==> src/rtl/spi_mst.sv <==
// SPI mode-0 master for the LV register port: sends one 24-bit frame
// {cmd, data, crc8} per request and returns read data plus a reply-CRC verdict.
module spi_mst #(
  parameter int SCLK_DIV = 4,
  parameter int CS_SETUP = 2,
  parameter int CS_HOLD  = 2,
  parameter int CS_GAP   = 4
) (
  input  logic       i_clk,
  input  logic       i_rst_n,
  input  logic       i_spi_mst_en,
  input  logic       i_req_vld,
  output logic       o_req_rdy,
  input  logic       i_req_wr,
  input  logic [6:0] i_req_addr,
  input  logic [7:0] i_req_wdata,
  output logic       o_rsp_vld,
  output logic [7:0] o_rsp_rdata,
  output logic       o_rsp_crc_err,
  output logic       o_spi_sclk,
  output logic       o_spi_csb,
  output logic       o_spi_mosi,
  input  logic       i_spi_miso
);

  localparam int CNT_W = 16;

  typedef enum logic [2:0] {
    ST_IDLE,
    ST_SETUP,
    ST_SHIFT,
    ST_HOLD,
    ST_GAP
  } state_t;

  // CRC-8, poly 0x07, init 0x00, MSB first, no reflection, no final XOR.
  function automatic logic [7:0] crc8(input logic [15:0] msg);
    logic [7:0] c;
    c = 8'h00;
    for (int i = 15; i >= 0; i--) begin
      c = {c[6:0], 1'b0} ^ (((c[7] ^ msg[i]) == 1'b1) ? 8'h07 : 8'h00);
    end
    return c;
  endfunction

  state_t           state;
  logic [CNT_W-1:0] cnt;
  logic [4:0]       bit_cnt;
  logic [22:0]      tx_sr;
  logic [15:0]      rx_sr;
  logic [7:0]       cmd_q;
  logic             rsp_pend;

  logic [7:0]  req_cmd;
  logic [7:0]  req_data;
  logic [23:0] req_frame;

  always_comb begin
    req_cmd   = {i_req_wr, i_req_addr};
    req_data  = i_req_wr ? i_req_wdata : 8'h00;
    req_frame = {req_cmd, req_data, crc8({req_cmd, req_data})};
  end

  // NOTE: sequential state uses non-blocking assignments only, so every
  // register here sees the values from before the clock edge.
  always_ff @(posedge i_clk or negedge i_rst_n) begin
    if (!i_rst_n) begin
      state         <= ST_IDLE;
      cnt           <= '0;
      bit_cnt       <= '0;
      tx_sr         <= '0;
      rx_sr         <= '0;
      cmd_q         <= '0;
      rsp_pend      <= 1'b0;
      o_req_rdy     <= 1'b0;
      o_rsp_vld     <= 1'b0;
      o_rsp_rdata   <= 8'h00;
      o_rsp_crc_err <= 1'b0;
      o_spi_sclk    <= 1'b0;
      o_spi_csb     <= 1'b1;
      o_spi_mosi    <= 1'b0;
    end else begin
      o_rsp_vld <= 1'b0;
      rsp_pend  <= 1'b0;

      // Response is published one cycle after CSB rises.
      if (rsp_pend) begin
        o_rsp_vld     <= 1'b1;
        o_rsp_rdata   <= cmd_q[7] ? 8'h00 : rx_sr[15:8];
        o_rsp_crc_err <= (crc8({cmd_q, rx_sr[15:8]}) != rx_sr[7:0]);
      end

      case (state)
        ST_IDLE: begin
          if (i_req_vld && o_req_rdy) begin
            state      <= ST_SETUP;
            o_req_rdy  <= 1'b0;
            o_spi_csb  <= 1'b0;
            o_spi_sclk <= 1'b0;
            o_spi_mosi <= req_frame[23];
            tx_sr      <= req_frame[22:0];
            cmd_q      <= req_cmd;
            cnt        <= CNT_W'(CS_SETUP - 1);
          end else begin
            o_req_rdy <= i_spi_mst_en;
          end
        end

        ST_SETUP: begin
          if (cnt == '0) begin
            state   <= ST_SHIFT;
            cnt     <= CNT_W'(SCLK_DIV - 1);
            bit_cnt <= 5'd23;
          end else begin
            cnt <= cnt - 1'b1;
          end
        end

        ST_SHIFT: begin
          if (cnt != '0) begin
            cnt <= cnt - 1'b1;
          end else begin
            cnt <= CNT_W'(SCLK_DIV - 1);
            if (!o_spi_sclk) begin
              o_spi_sclk <= 1'b1;
              rx_sr      <= {rx_sr[14:0], i_spi_miso};
            end else begin
              o_spi_sclk <= 1'b0;
              if (bit_cnt == 5'd0) begin
                state      <= ST_HOLD;
                cnt        <= CNT_W'(CS_HOLD - 1);
                o_spi_mosi <= 1'b0;
              end else begin
                bit_cnt    <= bit_cnt - 5'd1;
                o_spi_mosi <= tx_sr[22];
                tx_sr      <= {tx_sr[21:0], 1'b0};
              end
            end
          end
        end

        ST_HOLD: begin
          if (cnt == '0) begin
            state     <= ST_GAP;
            o_spi_csb <= 1'b1;
            rsp_pend  <= 1'b1;
            cnt       <= CNT_W'(CS_GAP - 1);
          end else begin
            cnt <= cnt - 1'b1;
          end
        end

        ST_GAP: begin
          if (cnt == '0) begin
            state     <= ST_IDLE;
            o_req_rdy <= i_spi_mst_en;
          end else begin
            cnt <= cnt - 1'b1;
          end
        end

        default: begin
          state      <= ST_IDLE;
          o_req_rdy  <= 1'b0;
          o_spi_csb  <= 1'b1;
          o_spi_sclk <= 1'b0;
          o_spi_mosi <= 1'b0;
        end
      endcase
    end
  end

endmodule
==> config.mk <==
export PLATFORM = sky130hd
export DESIGN_NAME = spi_mst
export DESIGN_NICKNAME = d
export VERILOG_FILES = /design/src/rtl/spi_mst.sv
export SDC_FILE = /design/constraint.sdc
export NUM_CORES = 1
export LEC_CHECK = 0
export CAP_MARGIN = 10
export CELL_PAD_IN_SITES_DETAIL_PLACEMENT = 1
export CELL_PAD_IN_SITES_GLOBAL_PLACEMENT = 1
export CORE_UTILIZATION = 40
export DETAILED_ROUTE_END_ITERATION = 7
export PLACE_DENSITY_LB_ADDON = 0.05
export RECOVER_POWER = 25
export SLEW_MARGIN = 20
export SYNTH_ARGS = -nofsm -noshare
export SYNTH_HDL_FRONTEND = slang
export SYNTH_SLANG_ARGS = --single-unit
==> constraint.sdc <==
create_clock -name i_clk -period 3 [get_ports i_clk]
set_input_delay 0.45 -clock i_clk [delete_from_list [all_inputs] [get_ports i_clk]]
set_output_delay 0.45 -clock i_clk [all_outputs]
set_load 0.02 [all_outputs]
Word level (Yosys, flattened, before mapping):

Cells that the tools add are included.

* register bits after elaboration: 86
* bits of input ports: 21
* output and inout port bits: 14
* word-level logic and storage cells: 193

* add/subtract/negate cells: 2
* equal/unequal tests: 14
* multiplexer cells: 76
* bitwise gates (word level): 65
* reductions and logical operators: 22

Operator list (count)
* $xor A8 B3 Y8: 22
* $mux W3: 39
* $mux W23: 4
* $mux W16: 4
* $pmux W16 S4: 1
* $pmux W23 S2: 1
* $mux W5: 4
* $xor A1 B1 Y1: 20
* $ne A2 B2 Y1 const B: 9
* $logic_not A16 Y1: 1
* $mux W8: 2
* $reduce_bool A16 Y1: 1
* $sub A16 B1 Y16 const B: 1
* $pmux W3 S5: 1
* $xor A7 B3 Y7: 2
* $mux W1: 13
* $pmux W1 S3: 4
* $reduce_and A3 Y1: 4
* $xor A6 B3 Y6: 2
* $pmux W5 S2: 1
* $reduce_and A5 Y1: 2
* $xor A1 B1 Y1 const A: 10
* $xor A5 B3 Y5: 2
* $reduce_or A3 Y1: 3
* other kinds (17): 26

Logic depth before layout (Yosys ltp):

Gate-level depths: netlist of run 1.

* word-level depth: 39
* depth in mapped cells: 10

Worst setup path before layout of run 1:

No wires, ideal clock.

* path type: register to register
* start: reg bit_cnt[0]
* end: reg tx_sr[15]
* setup time: 0.134 ns
* data arrival time: 2.083 ns
* data required time: 2.866 ns
* setup slack: 0.783 ns
* stages on the path, launching flop included: 10
* path buffers: 2
* clock period less this slack: 2.217 ns
* path through: dfrtp_1 inv_1 ha_1 or4b_2 nand3_1 nor3_1 o21ai_1 buf_2 clkbuf_1 o21ai_0

* longest elaborated chain between the ends: 3

Ends and longest elaborated chain
* start: declaration: RTL line 48 `logic [4:0] bit_cnt;`
* start signal: assignment: RTL line 134 `bit_cnt <= bit_cnt - 5'd1;`
* $logic_not A5 Y1: RTL line 129 `if (bit_cnt == 5'd0) begin`
* $ne A2 B2 Y1 (no source line)
* $reduce_and A5 Y1 (no source line)
* end signal: assignment: RTL line 101 `tx_sr <= req_frame[22:0];`
* end signal: assignment: RTL line 136 `tx_sr <= {tx_sr[21:0], 1'b0};`
* end: declaration: RTL line 49 `logic [22:0] tx_sr;`

Every way passes these cells.
A chain may end at the register's enable or synchronous reset.

Final worst setup path of run 1:

* start: reg cnt[6]
* end: reg rx_sr[10]

* longest elaborated chain between the ends: 3

Ends and longest elaborated chain
* start: declaration: RTL line 47 `logic [CNT_W-1:0] cnt;`
* start signal: assignment: RTL line 103 `cnt <= CNT_W'(CS_SETUP - 1);`
* start signal: assignment: RTL line 112 `cnt <= CNT_W'(SCLK_DIV - 1);`
* start signal: assignment: RTL line 115 `cnt <= cnt - 1'b1;`
* $reduce_bool A16 Y1: RTL line 120 `if (cnt != '0) begin`
* $not A1 Y1 (no source line)
* $reduce_and A3 Y1 (no source line)
* end signal: assignment: RTL line 126 `rx_sr <= {rx_sr[14:0], i_spi_miso};`
* end: declaration: RTL line 50 `logic [15:0] rx_sr;`

Every way passes these cells.

==> results_dict.tcl, run 1 <==
set metrics [dict create \
    clkLatencyLatePin_ns 0.35 \
    hold_viol 0 \
    max_freq_mhz 396 \
    ir_drop_mv 0.305 \
    design.core.area_um2 11600 \
    synthFlopType "dfrtp_1" \
    drc_errors 4 \
    io_buffers 34 \
    vias_per_cell 5.37 \
    cap_violations 0 \
    netlist_area_um2 4830 \
    ctsRootBufferMaster "clkbuf_16" \
    vias 3559 \
    wl_per_cell_um 16.5 \
    syn_area_per_cell_um2 9.95 \
    multi_input_area_um2 2500 \
    total_power_w 0.00510 \
    crit_family "simple AND/OR/NAND/NOR gates" \
    final-seq-area_um2 2150 \
    path_max_fanout 16 \
    grt_setup_unrepaired "false" \
    dieArea_um2 12500 \
    hpwl_um 7760 \
    post_cts_buffers 0 \
    htree_levels 3 \
    p_per_area_nw_per_um2 917 \
    setup_viol 0 \
    cp.required_ns 3.23 \
    cp_slowest_cell "dfrtp_1" \
    cts_tree "done" \
    clk_pin_slew_ns 0.06 \
    synthToLayoutAreaGrowth_pct 15.1 \
    boundaryPins 35 \
    ant_nets 0 \
    place.gp.congestion 0.774 \
    critPathLaunchType "register" \
    drt_first_pass_iters 6 \
    finClkSkew_ns 0.00898 \
    synth-seq-cells 86 \
    syn_nets 510 \
    fin_crit_sh_pct 84.3 \
    maxSlewViolCount 0 \
    n_antenna_cell 0 \
    grt_start_max_net_pins 47 \
    cts.sinks 86 \
    grt.overflow.total 0 \
    finalSetupTns_ns 0 \
    cts-hold-fix-buffers 0 \
    critPathKind "reg2reg" \
    cts_buffers 9 \
    antenna_found_initial 0 \
    crit_buf_inv 1 \
    endpoint_kind "register" \
    cp_slowest_stage_delay_ns 0.44 \
    clock_path_buffers 2 \
    holdWs_ns 0.337 \
    crit_chain "nor4_2 > nand2b_1 > nand3b_4 > or3_1 > buf_4 > mux2_4" \
    post_cts_resize_count 0 \
    fillers 1310 \
    synth_edf_count 0 \
    grt_pass1_vias 3753 \
    nNetsFinal 539 \
    die_w_um 112 \
    yosys_warnings 0 \
    worstPathArrival_ns 2.76 \
    min_period_ns 2.53 \
    rows 39 \
    slew-limit-headroom_pct 21.1 \
    tightestPinTransition_ns 1.18 \
    seq_area_frac_synth_pct 44.6 \
    grt_pass1_wl_um 19200 \
    status "finished with violations" \
    failed_checks "DRC" \
    start_util_pct 41.6 \
    leakage_nw 2.40 \
    drtIter0Drc 108 \
    hold_class "in2async" \
    ys_async_sr_fraction_pct 100 \
    grt_usage_pct 19.6 \
    fp.dieH_um 112 \
    syn_inst 486 \
    yosysUniqueCellTypes 53 \
    finalWirelength_um 11000 \
    drive_above_1_share_pct 11.9 \
]
worst reg2reg max path, stage by stage, from the launching register on:
cell and delay [ns]:
dfrtp_1 0.44, nor4_2 0.41, nand2b_1 0.31, nand3b_4 0.29
or3_1 0.40, buf_4 0.24, mux2_4 0.33
cell families (layout without fill, tap and decap cells):
logic type,Yosys count,count (layout),share of synthesized area [%]
AO/OA/AOI/OAI,108,108,12.7
flip-flops,86,86,44.6
AND/OR/NAND/NOR,143,143,15.5
buffers and inverters,40,74,3.88
XOR/XNOR,64,64,12.5
adder cells (fa/ha/maj),3,3,0.777
multiplexers,42,42,10.1
flip-flops by register name (all words and copies together), names as in the netlist:
name	cells
o_rsp_rdata	8
cnt	16
cmd_q	8
o_spi_mosi	1
o_rsp_crc_err	1
o_spi_csb	1
bit_cnt	5
rsp_pend	1
state	3
o_rsp_vld	1
tx_sr	23
rx_sr	16
o_spi_sclk	1
o_req_rdy	1
cell type report:
| cell class | instances | share of cell area [%] |
|---|---|---|
| Clock inverter | 4 | 0.854 |
| Tap cell | 143 | 3.21 |
| Multi-Input combinational cell | 360 | 44.9 |
| Clock buffer | 12 | 4.25 |
| Inverter | 16 | 1.08 |
| Sequential cell | 86 | 38.7 |
| Timing Repair Buffer | 42 | 7.06 |
where the power goes:
part	switching [W]	total, W	internal [W]
clock network	0.000471	0.00111	0.000644
registers	0.000356	0.00188	0.00152
logic	0.00111	0.00211	0.00100
total	0.00194	0.00510	0.00317
synthesized netlist by cell type, types with 3 or more instances:
master	number	share of area [%]
ha_1	3	0.78
mux2_4	10	3.1
nand3b_1	10	1.6
nor2b_1	5	0.65
xnor2_1	48	8.7
mux2i_1	18	3.7
inv_1	16	1.2
o31ai_1	7	1.1
buf_2	5	0.52
or3_1	4	0.52
o22ai_1	3	0.39
o221ai_1	3	0.54
nor3_1	8	0.83
nor2_1	29	2.3
xor2_1	13	2.4
o21ai_0	56	5.8
clkbuf_1	14	1.1
mux2_2	14	3.3
nand2_1	50	3.9
nand3_1	6	0.62
a21oi_1	26	2.7
or2_2	5	0.65
dfrtp_1	85	44
a31oi_1	4	0.52
and3_1	6	0.78
nand2b_1	4	0.52
per-layer routing:
metal	global-route usage [%]	wire (um)	vias to the layer above
li1	-	-	1742
met1	25.4	5170	1767
met2	32.4	5370	40
met3	4.03	290	10
met4	6.76	133	0
met5	0	0	-
per-stage QoR:
stage	setup WS (ns)	utilization, %	area (um2)	instances
after global placement	0.502	45.6	5300	647
after detailed placement	0.440	45.6	5300	647
after floorplan	0.783	-	4830	486
final	0.472	47.9	5570	663
after CTS	0.428	48.1	5580	663
after global routing	0.290	47.9	5570	663
worst paths after layout:
check / startpoint / to / slack [ns] / depth (start not counted)
min in group i_clk: tx_sr[9] / tx_sr[9] / 0.48 / 2
max reg2reg: cnt[6] / rx_sr[10] / 0.47 / 6
min: i_rst_n / cnt[10] / 0.34 / 1
min reg2reg: tx_sr[9] / tx_sr[9] / 0.48 / 2
max: cnt[6] / rx_sr[10] / 0.47 / 6
max in group asynchronous: i_rst_n / tx_sr[22] / 1.02 / 2
cell usage in the layout, fill, tap and decap left out, types with 7 or more instances in the layout:
| cell type | count |
|---|---|
| a21oi_1 | 26 |
| xor2_1 | 13 |
| inv_1 | 16 |
| nand2_1 | 50 |
| o21ai_0 | 56 |
| dfrtp_1 | 85 |
| mux2_4 | 10 |
| buf_4 | 7 |
| mux2i_1 | 18 |
| clkbuf_16 | 9 |
| nor2_1 | 29 |
| mux2_2 | 14 |
| xnor2_1 | 48 |
| nor3_1 | 8 |
| clkdlybuf4s50_1 | 33 |
| o31ai_1 | 7 |
| nand3b_1 | 10 |
Power figures use the tool's default switching activity.
==> inputs of run 2 (changes only) <==
==> constraint.sdc (replaced) <==
create_clock -name i_clk -period 2.53 [get_ports i_clk]
set_input_delay 0.3795 -clock i_clk [delete_from_list [all_inputs] [get_ports i_clk]]
set_output_delay 0.3795 -clock i_clk [all_outputs]
set_load 0.02 [all_outputs]
==> run 2 against run 1 <==
The flow still finishes with violations (DRC). Global-route usage fell by 0.45 points. Via count rose by 1.2%. Clock-buffer cell count fell by 1. Wire length fell by 1.6%. Largest power group unchanged. Highest routed layer unchanged.
==> results_dict.tcl, run 2 (synthesis results as in run 1) <==
set metrics [dict create \
    ant_nets 0 \
    cp_slowest_cell "or4b_2" \
    start_util_pct 41.6 \
    critPathLaunchType "register" \
    maxSlewViolCount 0 \
    p_sw_w 0.00230 \
    nNetsFinal 557 \
    finClkSkew_ns 0.00764 \
    n_antenna_cell 0 \
    design.core.area_um2 11600 \
    drc_errors 4 \
    cp_slowest_stage_delay_ns 0.66 \
    boundaryPins 35 \
    antenna_found_initial 0 \
    min_period_ns 2.35 \
    min_to "tx_sr[5]" \
    hold_start "tx_sr[5]" \
    endpoint_kind "register" \
    reg2reg_slack_ns 0.18 \
    cap_violations 0 \
    die_w_um 112 \
    swShare_pct 36.9 \
    reg2regPathDepth 8 \
    clock_path_buffers 2 \
    top_regs "tx_sr: 23 flops, cnt: 16 flops, rx_sr: 16 flops" \
    ctsRootBufferMaster "clkbuf_16" \
    vias_per_cell 5.29 \
    hpwl_um 7920 \
    grt.overflow.total 0 \
    p_clk_share_pct 22.3 \
    worstSetupStartpoint "bit_cnt[0]" \
    final_cell_mix "85 x dfrtp_1, 56 x o21ai_0, 50 x nand2_1" \
    clk_pin_slew_ns 0.06 \
    fin_util_pct 49.6 \
    grt_start_max_net_pins 64 \
    grt_setup_unrepaired "false" \
    total_power_w 0.00624 \
    status "finished with violations" \
    grt_pass1_vias 3796 \
    drtIter0Drc 120 \
    slew-limit-headroom_pct 6.79 \
    vias 3600 \
    power_frac_seq_pct 35.8 \
    critPathKind "reg2reg" \
    dieArea_um2 12500 \
    fp.dieH_um 112 \
    place.gp.congestion 0.797 \
    tightestPinTransition_ns 1.40 \
    drt_first_pass_iters 6 \
    fin_crit_sh_pct 93.0 \
    intPower_w 0.00394 \
    holdWs_ns 0.481 \
    highest_layer "met4" \
    grt_pass1_wl_um 18900 \
    fin_ws_ns 0.178 \
    pwr-share-comb_pct 41.9 \
    cts_buffers 9 \
    cts.sinks 86 \
    wl_per_cell_um 15.9 \
    leakage_nw 2.50 \
    largest_register_ffs 23 \
    ir_drop_mv 0.440 \
    htree_levels 3 \
    hold_class "reg2reg" \
    drive_above_1_share_pct 14.5 \
    p_per_area_nw_per_um2 1080 \
    rr_endpoint "cmd_q[3]" \
    whs_path_depth 2 \
    rows 39 \
    wl_met1_um 5190 \
    setup_viol 0 \
    dp_slack_ns 0.0548 \
    worstPathArrival_ns 2.58 \
    largest-register "tx_sr" \
    cp.required_ns 2.76 \
    route.met2.wl_um 5160 \
    final_common_cell "dfrtp_1" \
    crit_chain "inv_1 > ha_1 > or4b_2 > nand3_1 > nor3_1 > o21ai_2 > nor2_4 > mux2_2" \
    hold_viol 0 \
    max_freq_mhz 425 \
    io_buffers 34 \
    cts_tree "done" \
    failed_checks "DRC" \
    finalWirelength_um 10800 \
    path_max_fanout 10 \
    grt_usage_pct 19.1 \
    met3_length_um 215 \
    clkLatencyLatePin_ns 0.34 \
    finalSetupTns_ns 0 \
    reg2reg_from "bit_cnt[0]" \
    synthToLayoutAreaGrowth_pct 19.1 \
]
## run 2: changes by cell type in the layout (fill, tap and decap cells not counted)
cell / previous run / this run
dlygate4sd3_1: 0 / 1
buf_6: 0 / 2
bufinv_16: 1 / 2
clkbuf_2: 2 / 0
buf_4: 7 / 21
clkinv_2: 2 / 1
buf_12: 0 / 2
## run 2: per-stage QoR
step	cell area, um2	cells
2_1_floorplan	4830	486
3_3_place_gp	5450	664
3_5_place_dp	5450	664
4_1_cts	5770	680
5_1_grt	5760	680
6_report	5760	680
## run 2: worst max-delay path by stage
stage | endpoint | slack (ns) | cells past startpoint
after CTS | tx_sr[7] | 0.11 | 8
final | cmd_q[3] | 0.18 | 8
after floorplan | tx_sr[15] | 0.31 | 9
after detailed placement | tx_sr[4] | 0.05 | 7
after global routing | cmd_q[2] | 0.01 | 6
after global placement | tx_sr[5] | 0.11 | 7
## run 2: what timing repair did
item,in CTS,in global routing
hold endpoints to repair,22,0
gates resized for setup,0,1
setup buffers,0,0
endpoints found under the setup margin,0,16
hold buffers,1,0
## run 2: area by class of cell
class                      instances  area, um2
multi-input combinational        360       2500
fill                            1332       5860
timing repair buffer              60        564
sequential                        86       2150
clock inverter                     4       72.6
clock buffer                      11        233
inverter                          16       60.1
tap                              143        179
## run 2: power by group through the flow
stage	Sequential (W)	Combinational (W)	Clock, W
5_1_grt	0.00231	0.00298	0.00149
2_1_floorplan	0.00214	0.00203	0
4_1_cts	0.00224	0.00266	0.00144
6_report	0.00224	0.00261	0.00139
3_5_place_dp	0.00226	0.00265	0
3_3_place_gp	0.00224	0.00257	0
## run 2: routing by layer
metal  track usage [%]  up-vias
li1                  -     1783
met1              25.0     1770
met2              31.6       33
met3              3.10       14
met4              7.66        0
met5                 0        -
## run 2: critical path: cells and delay by family, from the launching register on
kind / cells / cell delay [ns]
flops: 1 / 0.40
mux: 1 / 0.29
compound gates: 1 / 0.26
simple gates: 4 / 1.01
buf+inv: 1 / 0.07
fa+ha+maj: 1 / 0.21
==> inputs of run 3 (changes only) <==
--- a/config.mk
+++ b/config.mk
@@ -5,11 +5,11 @@
 export SDC_FILE = /design/constraint.sdc
 export NUM_CORES = 1
 export LEC_CHECK = 0
-export CAP_MARGIN = 10
 export CELL_PAD_IN_SITES_DETAIL_PLACEMENT = 1
 export CELL_PAD_IN_SITES_GLOBAL_PLACEMENT = 1
 export CORE_UTILIZATION = 40
 export DETAILED_ROUTE_END_ITERATION = 7
+export DONT_BUFFER_PORTS = 1
 export PLACE_DENSITY_LB_ADDON = 0.05
 export RECOVER_POWER = 25
 export SLEW_MARGIN = 20
==> run 3 against run 2 <==
The run still ends with DRC left. Wire length up 2.6%. First-iteration DRC count up 47%. Sequential cell count unchanged. Power down 0.68%. Die area unchanged. Largest cell class unchanged. Largest power group unchanged.
==> results_dict.tcl, run 3 (synthesis results as in run 1) <==
set metrics [dict create \
    grt_usage_pct 19.2 \
    critPathKind "reg2reg" \
    ir_drop_mv 0.463 \
    max_freq_mhz 420 \
    endpoint_kind "register" \
    htree_levels 3 \
    tightestPinTransition_ns 1.22 \
    clkLatencyLatePin_ns 0.35 \
    finalWirelength_um 11100 \
    vias 3474 \
    p_per_area_nw_per_um2 1150 \
    p_clk_share_pct 22.4 \
    ctsRootBufferMaster "clkbuf_16" \
    final_cell_mix "85 x dfrtp_1, 56 x o21ai_0, 50 x nand2_1" \
    min_period_ns 2.38 \
    ant_nets 0 \
    grt_start_max_net_pins 87 \
    largest-register "tx_sr" \
    fillers 1320 \
    cts_tree "done" \
    clock_path_buffers 2 \
    cts.sinks 86 \
    status "finished with violations" \
    antenna_found_initial 0 \
    intPower_w 0.00380 \
    synthToLayoutAreaGrowth_pct 11.8 \
    place.gp.congestion 0.729 \
    cp.required_ns 2.76 \
    maxSlewViolCount 0 \
    path_max_fanout 16 \
    dieArea_um2 12500 \
    n_antenna_cell 0 \
    grt.overflow.total 0 \
    hpwl_um 7730 \
    vias_per_cell 5.39 \
    worstPathArrival_ns 2.61 \
    drtIter0Drc 176 \
    leakage_nw 2.37 \
    holdWs_ns 0.176 \
    drt_first_pass_iters 6 \
    failed_checks "DRC" \
    pwr-share-comb_pct 40.9 \
    largest_register_ffs 23 \
    total_power_w 0.00620 \
    cap_violations 0 \
    start_util_pct 41.6 \
    critPathLaunchType "register" \
    cts_buffers 9 \
    drc_errors 4 \
    drive_above_1_share_pct 15.9 \
    top_regs "tx_sr: 23 flops, cnt: 16 flops, rx_sr: 16 flops" \
    slew-limit-headroom_pct 18.6 \
    final_common_cell "dfrtp_1" \
    clk_pin_slew_ns 0.07 \
    wl_per_cell_um 17.2 \
    grt_pass1_wl_um 18900 \
    fp.dieH_um 112 \
    io_buffers 0 \
    power_frac_seq_pct 36.7 \
    setup_viol 0 \
    final_area_um2 5400 \
    grt_pass1_vias 3656 \
    swShare_pct 38.6 \
    design.core.area_um2 11600 \
    boundaryPins 35 \
    finClkSkew_ns 0.00661 \
    hold_class "in2reg" \
    fin_crit_sh_pct 94.2 \
    place_area_um2 5020 \
    p_sw_w 0.00239 \
    nNetsFinal 521 \
    die_w_um 112 \
    hold_viol 0 \
    rows 39 \
]
## run 3: changes by cell type in the layout (fill, tap and decap cells not counted), moves of 2 or more
cell	delta
inv_6	+2
clkbuf_1	-3
buf_12	-2
buf_4	-2
clkdlybuf4s50_1	-33
clkinv_4	+2
## run 3: worst max-delay path, cell delays in order, from the launching register on
cell,delay (ns)
dfrtp_1,0.46
nor4_4,0.35
nand2b_1,0.19
buf_4,0.17
nand3b_4,0.17
or3_1,0.37
buf_4,0.23
mux2_4,0.32
## run 3: path summary, 6_finish.rpt
kind / startpoint / end / slack, ns / cells after the start
max reg2reg: cnt[6] / rx_sr[10] / 0.15 / 7
max: cnt[6] / rx_sr[10] / 0.15 / 7
min: i_spi_miso / rx_sr[0] / 0.18 / 1
min in group asynchronous: i_rst_n / cnt[2] / 0.86 / 2
max in group asynchronous: i_rst_n / cmd_q[3] / 0.91 / 2
min reg2reg: cnt[10] / cnt[10] / 0.48 / 1
## run 3: cell type report
class	instances	area (um2)	area share [%]
multi-input combinational	361	2520	46.7
sequential	86	2150	39.9
clock buffer	9	225	4.17
timing repair buffer	23	183	3.38
tap	143	179	3.31
clock inverter	7	81.3	1.51
inverter	16	60.1	1.11
## run 3: layer usage
metal	up-vias	GRT usage, %	wire (um)
met5	-	0	0
met4	0	7.75	220
met3	16	3.27	254
met2	37	31.3	5300
met1	1719	25.3	5290
li1	1702	-	-
## run 3: power by group through the flow
stage                     clock network [W]  logic (W)  registers [W]
after floorplan                           0    0.00203        0.00214
after CTS                           0.00143    0.00254        0.00227
after global placement                    0    0.00240        0.00227
final                               0.00139    0.00253        0.00227
after global routing                0.00147    0.00288        0.00235
after detailed placement                  0    0.00249        0.00229
## run 3: timing repair
action | in CTS | in global routing
hold endpoints to repair | 86 | 0
resized for setup | 0 | 5
setup endpoints to repair | 0 | 16
setup buffers | 0 | 3
hold buffers | 2 | 0
## run 3: stage by stage
stage | util (%) | instances | setup WS, ns | setup TNS (ns)
2_1_floorplan | - | 486 | 0.313 | 0
3_3_place_gp | 43.3 | 623 | 0.220 | 0
3_5_place_dp | 43.3 | 623 | 0.165 | 0
4_1_cts | 46.2 | 641 | 0.138 | 0
5_1_grt | 46.5 | 645 | -0.00104 | -0.00104
6_report | 46.5 | 645 | 0.147 | 0
==> RTL change 1: new RTL, settings of run 2 <==
Register the output `o_rsp_crc_err` once more, cleared by the reset; this adds one clock of latency there. The other outputs are not delayed to match.
--- a/src/rtl/spi_mst.sv
+++ b/src/rtl/spi_mst.sv
@@ -34,2 +34,4 @@
   } state_t;
+
+  logic o_rsp_crc_err_s0;
 
@@ -77,3 +79,3 @@
       o_rsp_rdata   <= 8'h00;
-      o_rsp_crc_err <= 1'b0;
+      o_rsp_crc_err_s0 <= 1'b0;
       o_spi_sclk    <= 1'b0;
@@ -89,3 +91,3 @@
         o_rsp_rdata   <= cmd_q[7] ? 8'h00 : rx_sr[15:8];
-        o_rsp_crc_err <= (crc8({cmd_q, rx_sr[15:8]}) != rx_sr[7:0]);
+        o_rsp_crc_err_s0 <= (crc8({cmd_q, rx_sr[15:8]}) != rx_sr[7:0]);
       end
@@ -172,2 +174,10 @@
 
+  always_ff @(posedge i_clk or negedge i_rst_n) begin
+    if (!i_rst_n) begin
+      o_rsp_crc_err <= '0;
+    end else begin
+      o_rsp_crc_err <= o_rsp_crc_err_s0;
+    end
+  end
+
 endmodule
Function: same outputs for any inputs over 10 cycles, from zero or initial values and one cycle with i_rst_n low; that may be too few to reach the edited logic, so the function may still have changed.
==> RTL change 1 against run 2 <==
The run ends with design-rule violations, max-capacitance violations, max-slew violations left; sequential cell count increased by 1; power grew 1.1%; synthesized area rose by 0.62%; design area up 1.3%; routed wire length rose by 4.9%; synthesized cell count up 0.41%; worst setup slack worse by 0.020 ns; utilization grew 0.65 points; critical endpoint is now rx_sr[6]; highest routed layer unchanged.
==> RTL change 1: results (changes against run 2) <==
| Metric | Value |
|---|---|
| Clk root buf | `sky130_fd_sc_hd__clkbuf_16` |
| All-layer global routing usage | `0.201 (+0.0103)` |
| Cell types with the highest counts after synthesis | `sky130_fd_sc_hd__dfrtp_1, sky130_fd_sc_hd__o21ai_0, sky130_fd_sc_hd__nand2_1, sky130_fd_sc_hd__xnor2_1, sky130_fd_sc_hd__nor2_1` |
| Detailed Route Iter0 Violations | `215 (+79%)` |
| Slew @ Worst Pin | `1.56 ns (+0.161 ns)` |
| Post-DP HPWL | `8180 um (+3.3%)` |
| Data arrival at the endpoint of the critical path | `2.60 ns (+0.02 ns)` |
| Met1 usage in global routing | `0.276 (+0.0256)` |
| Biggest cell delay along the critical path | `0.43 ns (-0.23 ns)` |
| Global-route wire length before repair | `19800 um (+4.6%)` |
| Net count of the finished layout | `559 (+0.36%)` |
| Final Slew Violations | `62 (+62)` |
| Syn_nets | `512 (+0.39%)` |
| Portion of the post-synthesis area used by sequential elements | `0.448 (+0.00239)` |
| Violations in the final reports | `design-rule violations, max-capacitance violations, max-slew violations` |
| Highest-delay cell along the critical path | `sky130_fd_sc_hd__or2_2` |
| Metal2 WL | `5320 um (+3.0%)` |
| Via count of the first global-routing pass | `3894 (+2.6%)` |
| Per-cell via count in the routed design | `5.37 (+1.4%)` |
| Placer Congestion | `0.771 (-3.3%)` |
| Met2 track demand over resource | `0.321 (+0.00580)` |
| Number of detailed-route iterations in the first pass | `6 (unchanged)` |
| Number of library cell types mapped by synthesis | `59 (+11%)` |
| Kind of path behind the tightest hold check | `input pin to asynchronous set/reset pin` |
| Number of design rule violations left after detail routing | `2 (-2)` |
| Mean routed wirelength per cell | `16.6 um (+4.4%)` |
| Met1 Routed Length | `5560 um (+7.1%)` |
| Worst voltage drop across the vdd grid | `0.483 mV (+9.7%)` |
| Outcome | `complete, but fails checks` |
| Post-Route Skew | `0.00784 ns (+0.000202 ns)` |
| Sum of met3 wire segment lengths after detailed routing | `271 um (+26%)` |
| Dominant cells by area after synthesis | `sky130_fd_sc_hd__dfrtp_1, sky130_fd_sc_hd__xnor2_1, sky130_fd_sc_hd__mux2_2, sky130_fd_sc_hd__o21ai_0, sky130_fd_sc_hd__nand2_1` |
| GR Util met3 | `0.0383 (+0.00731)` |
| Total of fill cells in the finished design | `1319 (-0.98%)` |
| Number of violations of the max-capacitance limit | `1 (+1)` |
| Largest net degree at the start of global routing | `62 (-3.1%)` |
| Highest net fanout along the worst path | `16 (+6)` |
| Share of layout cells above drive strength 1 | `0.150 (+0.00475)` |
==> RTL change 1: metrics by stage <==
step                      cells  hold WS, ns  setup WS [ns]  utilization  area (sq um)
after floorplan             488       0.0839          0.267            -          4860
after global placement      667        0.393          0.232        0.474          5510
after detailed placement    667        0.402          0.145        0.474          5510
after CTS                   683        0.161          0.113        0.502          5840
after global routing        683        0.415         0.0475        0.502          5830
final                       683        0.411          0.158        0.502          5830
==> RTL change 1: worst register-to-register path: cells and delay by family (launching register included) <==
kind                       cells  cell delay (ns)
adders and majority gates      1             0.19
DFF                            1             0.37
and+or+nand+nor                4             1.04
buffers and inverters          2             0.30
muxes                          1             0.36
==> RTL change 1: final timing paths <==
path	startpoint	to	slack [ns]
max in group asynchronous	i_rst_n	cmd_q[4]	1.12
min reg2reg	o_rsp_crc_err_s0	o_rsp_crc_err	0.42
max reg2reg	cnt[0]	rx_sr[6]	0.16
min	i_rst_n	cnt[4]	0.41
min in group i_clk	o_rsp_crc_err_s0	o_rsp_crc_err	0.42
max	cnt[0]	rx_sr[6]	0.16
==> RTL change 1: power breakdown <==
| group | internal [W] | switching, W |
|---|---|---|
| Clock | 0.000918 | 0.000535 |
| Sequential | 0.00179 | 0.000404 |
| Combinational | 0.00133 | 0.00133 |
==> RTL change 1: layout make-up <==
type / count / share of cell area
multi-input cells: 360 / 0.432
flip-flops and latches: 87 / 0.373
repair buffers: 60 / 0.0974
clock buffers: 13 / 0.0446
well taps: 143 / 0.0307
clock inverters: 3 / 0.0112
inverters: 17 / 0.0109
==> RTL change 1: cell families after synthesis <==
family,synth area share
simple gates,0.154
flops,0.448
xor+xnor,0.143
buf+inv,0.0352
compound gates,0.123
fa+ha+maj,0.00772
mux,0.0888
==> RTL change 2: new RTL, flow settings as in run 2 <==
Without the edit above. The localparam `CNT_W` goes from 16 to 20.
--- a/src/rtl/spi_mst.sv
+++ b/src/rtl/spi_mst.sv
@@ -25,3 +25,3 @@
 
-  localparam int CNT_W = 16;
+  localparam int CNT_W = 20;
 
Check against the original RTL: no difference found for any inputs over 10 cycles, from zero or initial values and one cycle with i_rst_n low; that may be too few to reach the edited logic, so the function may still have changed.
==> RTL change 2 against run 2 <==
Sequential cell count grew 4; routed wire length grew 22%; power grew 13%; utilization grew 0.54 points; count of clock-buffer cells in the layout is the same; critical path depth shrank 1; non-clock buffer count grew 3; synthesized cell count grew 7.2%; clock power grew 3%; design area grew 6.3%; synthesized area grew 5.8%; worst setup slack gained 0.040 ns; first-iteration DRC count grew 26%.
==> RTL change 2: results (changes against run 2) <==
| Metric | Value |
|---|---|
| Dominant cells by area after synthesis | `sky130_fd_sc_hd__dfrtp_1, sky130_fd_sc_hd__xnor2_1, sky130_fd_sc_hd__nand2_1, sky130_fd_sc_hd__nor2_1, sky130_fd_sc_hd__o21ai_0` |
| Placed standard-cell area | `5810 sq um (+6.5%)` |
| Cell count after placement | `730 (+9.9%)` |
| Placer Congestion | `0.841 (+5.5%)` |
| Per-cell via count in the routed design | `5.33 (+0.61%)` |
| Number of detailed-route iterations in the first pass | `4 (-2)` |
| Biggest registers after layout | `tx_sr x23, cnt x20, rx_sr x16` |
| Portion of the post-synthesis area used by sequential elements | `0.441 (-0.00484)` |
| Cell types with the highest counts after synthesis | `sky130_fd_sc_hd__dfrtp_1, sky130_fd_sc_hd__nand2_1, sky130_fd_sc_hd__xnor2_1, sky130_fd_sc_hd__nor2_1, sky130_fd_sc_hd__o21ai_0` |
| Post-synthesis share of cell area spent on full adders, half adders and majority gates | `0.00734 (-0.000426)` |
| Biggest cell delay along the critical path | `0.43 ns (-0.23 ns)` |
| Mean instance size in the synthesized netlist | `9.82 sq um (-1.3%)` |
| Total of fill cells in the finished design | `1413 (+6.1%)` |
| Total wire length after detailed routing | `13100 um (+22%)` |
| Source of the critical timing path | `cnt[11]` |
| Data arrival at the endpoint of the critical path | `2.54 ns (-0.04 ns)` |
| Depth of the most critical reg-to-reg path | `7 (-1)` |
| Highest-delay cell along the critical path | `sky130_fd_sc_hd__nor3_1` |
| Post-Route Skew | `0.00944 ns (+0.00180 ns)` |
| Leakage | `2.60 nW (+3.6%)` |
| All-layer global routing usage | `0.217 (+0.0257)` |
| PnR worst setup slack | `0.218 ns (+0.0402 ns)` |
| Post-DP HPWL | `9480 um (+20%)` |
| Largest net degree at the start of global routing | `55 (-14%)` |
| Outcome | `finished, final reports clean` |
| Endpoint with the worst hold slack | `tx_sr[3]` |
| Startpoint of the tightest hold check path | `tx_sr[3]` |
| Final standard cell count with taps included and fillers excluded | `748 (+10%)` |
==> RTL change 2: final cells by class <==
type / count / area [sq um] / area share
multi-input cells: 389 / 2690 / 0.439
flip-flops and latches: 90 / 2250 / 0.368
repair buffers: 63 / 576 / 0.0940
clock buffers: 11 / 233 / 0.0380
well taps: 168 / 210 / 0.0343
inverters: 22 / 82.6 / 0.0135
clock inverters: 5 / 78.8 / 0.0129
==> RTL change 2: kinds of logic (layout without fill, tap and decap cells) <==
kind of cell / after synthesis / count (layout)
compound gates: 108 / 108
xor+xnor: 72 / 72
fa+ha+maj: 3 / 3
buf+inv: 42 / 101
flops: 90 / 90
mux: 29 / 29
simple gates: 177 / 177
==> RTL change 2: metal layers <==
layer	global-route usage	vias to the layer above	wire length, um
met5	0	-	0
met4	0.0840	0	225
met3	0.0279	15	300
met2	0.348	39	6160
met1	0.299	1989	6430
li1	-	1941	-
==> RTL change 2: per-stage QoR <==
stage                     hold slack (ns)  total power, W
after CTS                           0.433         0.00711
after detailed placement            0.262         0.00561
final                               0.484         0.00702
after global placement              0.262         0.00548
after floorplan                    0.0839         0.00465
after global routing                0.507         0.00755
==> RTL change 2: power breakdown <==
group | internal [W] | switching (W) | total, W
Sequential | 0.00191 | 0.000457 | 0.00237
Combinational | 0.00146 | 0.00176 | 0.00322
Clock | 0.000865 | 0.000569 | 0.00143
==> RTL change 2: timing repair <==
action,4_1_cts,5_1_grt
gates resized for setup,0,1
hold endpoints to repair,15,0
hold buffers,1,0
setup buffers,0,1
setup endpoints to repair,0,12
==> RTL change 2: worst max-delay path: cells and delay by family, from the launching register on <==
family | cells | cell delay [ns]
flip-flops | 1 | 0.42
AO/OA/AOI/OAI | 2 | 0.33
buffers and inverters | 1 | 0.26
AND/OR/NAND/NOR | 4 | 1.16
